`config.mk`:
```
export PLATFORM = sky130hd
export DESIGN_NAME = pic_irq_core
export DESIGN_NICKNAME = d
export VERILOG_FILES = /design/src/rtl/pic_pkg.sv /design/src/rtl/pic_priority_resolver.sv /design/src/rtl/pic_irq_core.sv
export SDC_FILE = /design/constraint.sdc
export NUM_CORES = 1
export LEC_CHECK = 0
export CORE_MARGIN = 3
export CORE_UTILIZATION = 25
export DETAILED_ROUTE_END_ITERATION = 10
export PLACE_DENSITY = 0.43
export SKIP_LAST_GASP = 1
export SYNTH_ARGS = -nofsm -noshare
export SYNTH_HDL_FRONTEND = slang
export SYNTH_HIERARCHICAL = 1
export SYNTH_SLANG_ARGS = --single-unit
```
`constraint.sdc`:
```
create_clock -name CLK -period 6.45 [get_ports CLK]
set_clock_uncertainty 0.1 [all_clocks]
set_input_delay 0.645 -clock CLK [delete_from_list [all_inputs] [get_ports CLK]]
set_output_delay 0.645 -clock CLK [all_outputs]
set_load 0.005 [all_outputs]
```
`src/rtl/pic_pkg.sv`:
```
// Shared types and constants for the 8259A-compatible interrupt datapath.
// Holds the INTA state encoding, OCW2 command codes and the priority-rank helper.
package pic_pkg;

    typedef enum logic [2:0] {
        IDLE  = 3'd0,
        ACK1  = 3'd1,
        WAIT1 = 3'd2,
        WAIT2 = 3'd3,
        ACK2  = 3'd4
    } state_t;

    // OCW2 bits [7:5] = {R, SL, EOI}
    localparam logic [2:0] OCW2_ROT_AEOI_CLR = 3'b000;
    localparam logic [2:0] OCW2_NS_EOI       = 3'b001;
    localparam logic [2:0] OCW2_NOP          = 3'b010;
    localparam logic [2:0] OCW2_SP_EOI       = 3'b011;
    localparam logic [2:0] OCW2_ROT_AEOI_SET = 3'b100;
    localparam logic [2:0] OCW2_ROT_NS_EOI   = 3'b101;
    localparam logic [2:0] OCW2_SET_PRIO     = 3'b110;
    localparam logic [2:0] OCW2_ROT_SP_EOI   = 3'b111;

    localparam logic [2:0] LP_RESET_DEF   = 3'd7;
    localparam logic [2:0] SPURIOUS_LEVEL = 3'd7;

    // Rank 0 is the highest priority: the level just after the lowest-priority pointer.
    function automatic logic [2:0] prio_rank(input logic [2:0] level, input logic [2:0] lp);
        return level - lp - 3'd1;
    endfunction

endpackage

```
`src/rtl/pic_priority_resolver.sv`:
```
// Rotating priority resolver: highest-priority request and highest-priority in-service level.
// Purely combinational; priority starts at lp+1 and wraps through lp.
module pic_priority_resolver
    import pic_pkg::*;
(
    input  logic [7:0] req,
    input  logic [7:0] isr_vec,
    input  logic [2:0] lp,
    output logic       req_valid,
    output logic [2:0] req_level,
    output logic       isr_valid,
    output logic [2:0] isr_level
);

    logic [2:0] idx;

    // Scan from lowest to highest priority so the last hit is the winner.
    always_comb begin
        req_valid = 1'b0;
        req_level = SPURIOUS_LEVEL;
        isr_valid = 1'b0;
        isr_level = 3'd0;
        idx       = 3'd0;
        for (int k = 7; k >= 0; k--) begin
            idx = lp + 3'd1 + 3'(k);
            if (req[idx]) begin
                req_valid = 1'b1;
                req_level = idx;
            end
            if (isr_vec[idx]) begin
                isr_valid = 1'b1;
                isr_level = idx;
            end
        end
    end

endmodule

```
`src/rtl/pic_irq_core.sv`:
```
// 8259A interrupt datapath: IR/INTA synchronizers, IRR/ISR/IMR, rotating priority,
// 8086-mode two-pulse INTA sequencing and OCW2 EOI/rotate execution.
module pic_irq_core
    import pic_pkg::*;
#(
    parameter int         SYNC_STAGES = 2,
    parameter logic [2:0] LP_RESET    = LP_RESET_DEF
) (
    input  logic       CLK,
    input  logic       _RST,
    input  logic [7:0] IR,
    input  logic       _INTA,
    input  logic       CFG_WR,
    input  logic       CFG_LTIM,
    input  logic [4:0] CFG_BASE,
    input  logic       CFG_AEOI,
    input  logic       IMR_WR,
    input  logic [7:0] IMR_DATA,
    input  logic       OCW2_WR,
    input  logic [7:0] OCW2_DATA,
    output logic       INT,
    output logic [7:0] DOUT,
    output logic       DOUT_EN,
    output logic [7:0] IRR,
    output logic [7:0] ISR,
    output logic [7:0] IMR,
    output state_t     DBG_STATE
);

    logic [7:0]             ir_sync [SYNC_STAGES];
    logic [SYNC_STAGES-1:0] inta_sync;
    logic [7:0]             ir_d;
    logic                   inta_d;
    logic [7:0]             ir_s;
    logic                   inta_s;
    logic [7:0]             ir_rise;
    logic                   inta_fall;
    logic                   inta_rise;

    state_t     state;
    logic [2:0] lp;
    logic       rot_aeoi;
    logic [2:0] vec;
    logic       spurious;

    logic [7:0] irr_n;
    logic [7:0] isr_n;
    logic [2:0] lp_n;
    logic       rot_aeoi_n;
    logic       int_n;

    logic       req_valid;
    logic [2:0] req_level;
    logic       isr_valid;
    logic [2:0] isr_level;

    logic [2:0] ocw2_cmd;
    logic [2:0] ocw2_lvl;
    logic       unused_ocw2;

    assign ocw2_cmd    = OCW2_DATA[7:5];
    assign ocw2_lvl    = OCW2_DATA[2:0];
    assign unused_ocw2 = ^OCW2_DATA[4:3];

    assign ir_s      = ir_sync[SYNC_STAGES-1];
    assign inta_s    = inta_sync[SYNC_STAGES-1];
    assign ir_rise   = ir_s & ~ir_d;
    assign inta_fall = ~inta_s & inta_d;
    assign inta_rise = inta_s & ~inta_d;
    assign DBG_STATE = state;

    // Synchronizers plus one extra flop for edge detection; CFG_WR clears them like reset.
    always_ff @(posedge CLK or negedge _RST) begin
        if (!_RST) begin
            for (int i = 0; i < SYNC_STAGES; i++) ir_sync[i] <= '0;
            inta_sync <= '0;
            ir_d      <= '0;
            inta_d    <= 1'b0;
        end else if (CFG_WR) begin
            for (int i = 0; i < SYNC_STAGES; i++) ir_sync[i] <= '0;
            inta_sync <= '0;
            ir_d      <= '0;
            inta_d    <= 1'b0;
        end else begin
            ir_sync[0] <= IR;
            for (int i = 1; i < SYNC_STAGES; i++) ir_sync[i] <= ir_sync[i-1];
            inta_sync <= {inta_sync[SYNC_STAGES-2:0], _INTA};
            ir_d      <= ir_s;
            inta_d    <= inta_s;
        end
    end

    pic_priority_resolver u_resolver (
        .req       (IRR & ~IMR),
        .isr_vec   (ISR),
        .lp        (lp),
        .req_valid (req_valid),
        .req_level (req_level),
        .isr_valid (isr_valid),
        .isr_level (isr_level)
    );

    // Fully nested: only a strictly higher-ranked request than every in-service level interrupts.
    always_comb begin
        int_n = 1'b0;
        if (state != ACK1 && req_valid) begin
            if (!isr_valid)
                int_n = 1'b1;
            else if (prio_rank(req_level, lp) < prio_rank(isr_level, lp))
                int_n = 1'b1;
        end
    end

    // Register updates are layered: INTA effects first, then OCW2 (which sees the current ISR).
    always_comb begin
        irr_n      = CFG_LTIM ? ir_s : ((IRR | ir_rise) & ir_s);
        isr_n      = ISR;
        lp_n       = lp;
        rot_aeoi_n = rot_aeoi;

        if (state == ACK1 && req_valid) begin
            irr_n[req_level] = 1'b0;
            isr_n[req_level] = 1'b1;
        end

        if (state == ACK2 && inta_rise && CFG_AEOI && !spurious) begin
            isr_n[vec] = 1'b0;
            if (rot_aeoi)
                lp_n = vec;
        end

        if (OCW2_WR) begin
            case (ocw2_cmd)
                OCW2_NS_EOI: begin
                    if (isr_valid)
                        isr_n[isr_level] = 1'b0;
                end
                OCW2_SP_EOI: begin
                    if (ISR[ocw2_lvl])
                        isr_n[ocw2_lvl] = 1'b0;
                end
                OCW2_ROT_NS_EOI: begin
                    if (isr_valid) begin
                        isr_n[isr_level] = 1'b0;
                        lp_n             = isr_level;
                    end
                end
                OCW2_ROT_SP_EOI: begin
                    if (ISR[ocw2_lvl]) begin
                        isr_n[ocw2_lvl] = 1'b0;
                        lp_n            = ocw2_lvl;
                    end
                end
                OCW2_SET_PRIO:     lp_n       = ocw2_lvl;
                OCW2_ROT_AEOI_SET: rot_aeoi_n = 1'b1;
                OCW2_ROT_AEOI_CLR: rot_aeoi_n = 1'b0;
                default: ;
            endcase
        end
    end

    always_ff @(posedge CLK or negedge _RST) begin
        if (!_RST) begin
            IRR      <= '0;
            ISR      <= '0;
            IMR      <= '0;
            lp       <= LP_RESET;
            rot_aeoi <= 1'b0;
        end else if (CFG_WR) begin
            IRR      <= '0;
            ISR      <= '0;
            IMR      <= '0;
            lp       <= LP_RESET;
            rot_aeoi <= 1'b0;
        end else begin
            IRR      <= irr_n;
            ISR      <= isr_n;
            lp       <= lp_n;
            rot_aeoi <= rot_aeoi_n;
            if (IMR_WR)
                IMR <= IMR_DATA;
        end
    end

    // INTA sequencer; the vector level is frozen in ACK1 so later IR/ISR activity cannot alter it.
    always_ff @(posedge CLK or negedge _RST) begin
        if (!_RST) begin
            state    <= IDLE;
            INT      <= 1'b0;
            DOUT     <= '0;
            DOUT_EN  <= 1'b0;
            vec      <= '0;
            spurious <= 1'b0;
        end else if (CFG_WR) begin
            state    <= IDLE;
            INT      <= 1'b0;
            DOUT     <= '0;
            DOUT_EN  <= 1'b0;
            vec      <= '0;
            spurious <= 1'b0;
        end else begin
            INT <= int_n;
            case (state)
                IDLE: begin
                    if (inta_fall)
                        state <= ACK1;
                end
                ACK1: begin
                    vec      <= req_valid ? req_level : SPURIOUS_LEVEL;
                    spurious <= !req_valid;
                    state    <= WAIT1;
                end
                WAIT1: begin
                    if (inta_rise)
                        state <= WAIT2;
                end
                WAIT2: begin
                    if (inta_fall) begin
                        DOUT    <= {CFG_BASE, vec};
                        DOUT_EN <= 1'b1;
                        state   <= ACK2;
                    end
                end
                ACK2: begin
                    if (inta_rise) begin
                        DOUT_EN <= 1'b0;
                        state   <= IDLE;
                    end
                end
                default: state <= IDLE;
            endcase
        end
    end

endmodule

```
-- Word level (Yosys, flattened, before mapping)
Index checks and enable logic that the tools add are counted.
- add/subtract/negate cells: 12
- order comparisons: 17
- equal/unequal tests: 15
- multiplexer cells: 122
- bitwise operators: 19
- reduce and logical (&&, ||, !) cells: 26
- operators with widths (operator ; number):
    $mux W8 ; 15
    $mux W3 ; 30
    $and A8 B8 Y8 ; 7
    $bmux W1 S3 ; 17
    $mux W1 ; 49
    $lt A3 B4 Y1 const B ; 12
    $not A8 Y8 ; 6
    $mux W16 ; 1
    $or A8 B8 Y8 ; 2
    $pmux W8 S2 ; 1
    $eq A3 B3 Y1 const B ; 5
    $pmux W3 S5 ; 1
    $add A3 B3 Y3 const B ; 4
    $demux W1 S3 ; 4
    $ge A3 B1 Y1 const B ; 4
    $ne A3 B3 Y1 const B ; 4
    $reduce_bool A2 Y1 ; 5
    $eq A3 B2 Y1 const B ; 3
    $logic_and A1 B1 Y1 ; 9
    $pmux W3 S3 ; 1
    $add A3 B1 Y3 const B ; 2
    $add A3 B2 Y3 const B ; 2
    $eq A3 B1 Y1 const B ; 2
    $logic_not A3 Y1 ; 2
    other kinds (14) ; 23
- register bits: 72
- input bits: 37
- output and inout bits: 37
- logic and storage cells: 227

-- Logic depth before layout (Yosys ltp)
- depth in word-level cells: 25
- gate-level depth with buffers: 22
- gate-level depth less buffers: 17

-- Cells and area by module
Netlist, hierarchy kept.
- by module, submodules not included (module ; times used ; cells each ; area each (µm²) ; seq. area each (µm²)):
    pic_irq_core ; 1 ; 337 ; 3522.1 ; 1805.5
    pic_priority_resolver ; 1 ; 191 ; 1646.6 ; 0.0

-- Least setup slack after synthesis
OpenSTA, ideal clock, no wires.
- path kind: flip-flop to flip-flop
- start: register lp[0]
- end: register INT
- library setup time: 0.067 ns
- arrival time: 4.846 ns
- data required time: 6.283 ns
- setup slack: 1.437 ns
- stages on the path, launching flop included: 21
- path buffers: 4
- period minus slack after synthesis: 5.013 ns
- cells stage by stage: dfstp_2 > buf_6 > buf_2 > clkinv_1 > ha_1 > buf_6 > buf_2 > mux4_2 > mux2_4 > o21ba_2 > a211o_1 > a31oi_1 > a211oi_1 > inv_1 > fa_1 > xnor2_1 > xnor2_1 > ha_1 > nor2b_1 > o21ai_0 > and4bb_2
- word-level cells in the longest chain between the ends: 19
- elaborated cells between the ends (all ways): 82
- classes of those cells: 12 x add/sub; 1 x order compare; 68 x mux; 1 x reduce/logical
- ends and longest elaborated chain (what ; RTL line ; RTL):
    start: declaration ; pic_irq_core.sv:41 ; logic [2:0] lp;
    start signal: assignment ; pic_irq_core.sv:178 ; lp <= lp_n;
    $add A3 B1 Y3 * ; pic_priority_resolver.sv:25 ; idx = lp + 3'd1 + 3'(k);
    $add A3 B3 Y3 ; pic_priority_resolver.sv:25 ;
    $bmux W1 S3 ; pic_priority_resolver.sv:26 ; if (req[idx]) begin
    $mux W1 (not written as such) ; pic_priority_resolver.sv:26 ;
    $mux W3 (7 in series) ; pic_priority_resolver.sv:26 ;
    $mux W3 * ; pic_priority_resolver.sv:26 ;
    via req_level[1] ; pic_irq_core.sv:53 ; logic [2:0] req_level;
    $sub A3 B3 Y3 * ; pic_pkg.sv:28 ; return level - lp - 3'd1;
    $sub A3 B1 Y3 * ; pic_pkg.sv:28 ;
    $lt A3 B3 Y1 * ; pic_irq_core.sv:109 ; else if (prio_rank(req_level, lp) < prio_rank(isr_level, lp))
    $mux W1 * ; pic_irq_core.sv:109 ;
    $mux W1 * ; pic_irq_core.sv:107 ; if (!isr_valid)
    $mux W1 * ; pic_irq_core.sv:106 ; if (state != ACK1 && req_valid) begin
    $mux W1 * ; pic_irq_core.sv:194 ; end else if (CFG_WR) begin
    end signal: assignment ; pic_irq_core.sv:202 ; INT <= int_n;
    end: declaration ; pic_irq_core.sv:21 ; output logic INT,
Mark *: on every way through the listed nets, which the timed path passes. The rest lies on a longest branch. The select of a mux whose other input is x is not followed.
A chain may end at the register's enable or synchronous reset.

-- Final worst setup path
- start: register lp[0]
- end: register INT
- word-level cells in the longest chain between the ends: 19
- elaborated cells between the ends (all ways): 82
- classes of those cells: 12 x add/sub; 1 x order compare; 68 x mux; 1 x reduce/logical
- ends and longest elaborated chain (what ; RTL line ; RTL):
    $add A3 B1 Y3 * ; pic_priority_resolver.sv:25 ;
    $add A3 B3 Y3 ; pic_priority_resolver.sv:25 ;
    $bmux W1 S3 ; pic_priority_resolver.sv:30 ; if (isr_vec[idx]) begin
    $mux W1 (not written as such) ; pic_priority_resolver.sv:30 ;
    $mux W3 (7 in series) ; pic_priority_resolver.sv:30 ;
    $mux W3 * ; pic_priority_resolver.sv:30 ;
    via isr_level[1] ; pic_irq_core.sv:55 ; logic [2:0] isr_level;
    $sub A3 B3 Y3 * ; pic_pkg.sv:28 ;
    $sub A3 B1 Y3 * ; pic_pkg.sv:28 ;
    $lt A3 B3 Y1 * ; pic_irq_core.sv:109 ;
    $mux W1 * ; pic_irq_core.sv:109 ;
    $mux W1 * ; pic_irq_core.sv:107 ;
    $mux W1 * ; pic_irq_core.sv:106 ;
    $mux W1 * ; pic_irq_core.sv:194 ;
Marks and branches as above.

==> metrics.md <==
| Metric | Value |
|---|---|
| Status | complete, no violations |
| Max incr delay on CP | ~0.60 ns |
| Layout cell share with drive strength beyond 1 | 0.1361 |
| RePlAce Congestion | 0.8236 |
| Post-CTS Resized | 0 |
| Sw frac | 0.2946 |
| Post-synth ARST share | 1.000 |
| IO Count | 74 |
| Total Routed Length | around 15 mm |
| Critical path peak fanout | 45 |
| TritonCTS Sinks | 72 |
| Initial Util | 0.2596 |
| Final TNS setup | 0 ns |
| P per Cell Area | 193.9 mW/mm^2 |
| DR vias/cell | 5.093 |
| Detail Placement HPWL | 10.62 mm |
| Seq cells post-synth | 72 |
| Worst path depth | 17 |
| Syn avg cell area | between 9 and 10 um^2 |
| Post-Syn Nets | 573 |
| Die H | 149.8 um |
| TritonRoute pass-1 iters | 4 |
| Slowest-stage cell, CP | xnor3_1 |
| DRC Markers | 0 |
| H-tree Lvls | 3 |
| Top cell type's share of synthesized area | 0.3341 |
| Synth Flop Type | dfrtp_1 |
| Yosys cell types | 81 |
| Vias in the first global route | 4,448 |
| FF-to-FF path depth | 17 |
| # rows | 51 |
| Clk pwr share | 0.388 |
| Synthesized area | 0.005169 mm^2 |
| Critical path class | reg2reg |
| Maxcap violations | 0 |
| Ant. Diodes | 0 |
| Reg2reg start | lp[0] |
| Max-slew headroom | 0.2993 |
| Total Power Consumption | 1.234 mW |
| Largest net degree at the start of global routing | 73 |
| Actual slew at the worst max-slew pin | around 1.0 ns |
| Die X | between 100 and 150 um |
| Vias | 4,344 |
| Area grow syn2layout | 23.09% |
| Syn Inst Count | 528 |
| Pint | 0.8704 mW |
| # setup viols final | 0 |
| Root buffer cell | clkbuf_16 |
| Number of CTS-inserted buffers | 9 |
| Sequential Power Share | 0.389 |
| Arr. time, crit path | 5.69 ns |
| Post-layout minimum cycle time | 5.514 ns |
| Fmax | between 150 and 200 MHz |
| I/O Buffers | 71 |
| Initial antenna violation count | 0 |
| WP buf/inv | 3 |
| Pleak | 2.561 nW |
| First-pass GRT wire length | 23.97 mm |
| Post-route ant nets | 0 |
| Start point of the critical path | lp[0] |
| RSZ-0062 raised after global routing | false |
| Switching pwr | between 0.3 and 0.4 mW |
| Setup Buffers After CTS | 0 |
| Worst Path Required | 6.63 ns |
| Remaining Overflow, GRT | 0 |
| Hold Buf Count CTS | 0 |
| Core area | 0.01991 mm^2 |
| Worst vdd rail ir drop | 0.1272 mV |
| Register area share after synthesis | 0.3493 |
| Crit path launch type | flop |
| Synth warn | 6 |
| CP endpoint kind | flop |
| CTS tree | done |
| Final hold vios | 0 |
| Sequence of cells on the critical path | buf_4 -> ha_1 -> buf_4 -> xnor3_1 -> mux2i_1 -> mux2i_1 -> a21oi_1 -> a311o_1 -> a31oi_1 -> inv_1 -> fa_1 -> xor2_1 -> xnor2_1 -> ha_1 -> nor2b_1 -> o21ai_0 -> and4bb_2 |
| Nets | approximately 630 |
| HP Class | in2async |
| Drt initial violations | 361 |
| GRT Total Usage | 0.1344 |
| CP top delay family | adder cells |
| Die area | 0.02244 mm^2 |
| Tcrit/Tclk final | 0.8549 |
| Top post-synthesis cells by area | dfrtp_1, mux4_2, mux2i_1, nor2b_1, mux2_2 |
| CTS Buffer Depth | 2 |
| Clock Latency Late Sink | 0.34 ns |
| Yosys top cell by area | dfrtp_1 |
| Max-slew violations | 0 |
| Number of synthesized flops with an enable pin | 0 |
| Clk pin slew, worst setup/hold paths | 0.06 ns |
| Avg WL per Cell | between 15 and 20 um |
| Logic pwr share | 0.223 |
-- layout make-up --
| type | count | area, um^2 |
|---|---|---|
| sequential | 72 | 1805 |
| fill | 2040 | 13550 |
| timing repair buffer | 77 | 748.2 |
| clock inverter | 5 | 37.54 |
| multi-input combinational | 409 | 3134 |
| inverter | 14 | 52.55 |
| clock buffer | 11 | 252.7 |
| tap | 265 | 331.6 |
-- metal layers --
layer	vias up	global-route usage	part of all wire
met5	-	0	0
met4	0	0.04849	0.018
met2	113	0.2181	0.48
li1	2078	-	-
met3	23	0.02907	0.042
met1	2130	0.1770	0.46
-- cell usage after synthesis (12+ instances only) --
| cell | count |
|---|---|
| mux2i_1 | 37 |
| nand2b_1 | 12 |
| a21oi_1 | 34 |
| mux2_2 | 20 |
| mux4_2 | 17 |
| dfrtp_1 | 69 |
| inv_1 | 12 |
| clkbuf_1 | 19 |
| nand2_1 | 32 |
| a31oi_1 | 12 |
| nor2b_1 | 41 |
| nor2_1 | 46 |
| o21ai_0 | 22 |
-- metrics by stage --
| step | utilization | std cells | cell area, um^2 | hold slack (ns) | setup slack (ns) |
|---|---|---|---|---|---|
| CTS | 0.3196 | 853 | 6362 | 0.3650 | 0.9568 |
| detailed placement | 0.3050 | 837 | 6072 | 0.3507 | 1.003 |
| finish | 0.3196 | 853 | 6362 | 0.3428 | 0.9359 |
| global placement | 0.3050 | 837 | 6072 | 0.3427 | 1.049 |
| floorplan | - | 528 | 5169 | 0.2494 | 1.437 |
| global route | 0.3196 | 853 | 6362 | 0.3766 | 0.6470 |
-- logic make-up after synthesis --
group                    after synthesis  synth area share
AND/OR/NAND/NOR                      190            0.2055
adder cells (fa/ha/maj)                8           0.02227
buffers and inverters                 47           0.04430
flip-flops                            72            0.3493
AO/OA/AOI/OAI                        126            0.1612
XOR/XNOR                              10           0.02517
multiplexers                          75            0.1922
-- placed cells by master (no fill, tap or decap), types with 6 or more instances in the layout --
| cell | instances |
|---|---|
| buf_4 | 7 |
| o21ai_0 | 22 |
| clkdlybuf4s50_1 | 69 |
| mux2_2 | 20 |
| ha_1 | 6 |
| nor2_1 | 46 |
| nand3_1 | 6 |
| nor2b_1 | 41 |
| nand2_1 | 32 |
| a31oi_1 | 12 |
| inv_1 | 12 |
| clkbuf_16 | 9 |
| o22ai_1 | 7 |
| a211oi_1 | 7 |
| nand2b_1 | 12 |
| dfrtp_1 | 69 |
| a21oi_1 | 34 |
| mux4_2 | 17 |
| nor3_1 | 6 |
| nand4_1 | 7 |
| mux2i_1 | 37 |
-- power by group through the flow --
stage	Clock (mW)	Combinational (mW)	Sequential, mW
3_3_place_gp	0	0.274	0.488
6_report	0.479	0.275	0.480
2_1_floorplan	0	0.189	0.482
3_5_place_dp	0	0.276	0.488
5_1_grt	0.517	0.302	0.482
4_1_cts	0.496	0.277	0.480
-- sequential cells by signal, summed over array words and instances (netlist names) --
signal / cells
ir_sync: 8
spurious: 1
DBG_STATE: 3
ir_s: 8
DOUT: 8
INT: 1
inta_sync: 2
lp: 3
DOUT_EN: 1
IRR: 8
ir_d: 8
IMR: 8
rot_aeoi: 1
ISR: 8
vec: 3
inta_d: 1
-- path summary, 6_finish.rpt --
path,slack [ns],endpoint
min reg2reg,0.36,ir_s[2]
max in group asynchronous,5.29,ir_s[1]
max reg2reg,0.94,INT
min in group CLK,0.36,ir_s[2]
max,0.94,INT
min,0.34,rot_aeoi
-- worst register-to-register path, delay by kind of cell (launching register included) --
kind | cells | cell delay, ns
DFF | 1 | 0.53
xor gates and xnor gates | 3 | 0.91
muxes | 2 | 0.65
adders and majority gates | 3 | 1.01
buffers and inverters | 3 | 0.91
AOI/OAI and AO/OA | 4 | 0.97
and+or+nand+nor | 2 | 0.36
No activity file was read; power rests on OpenSTA's default activity.
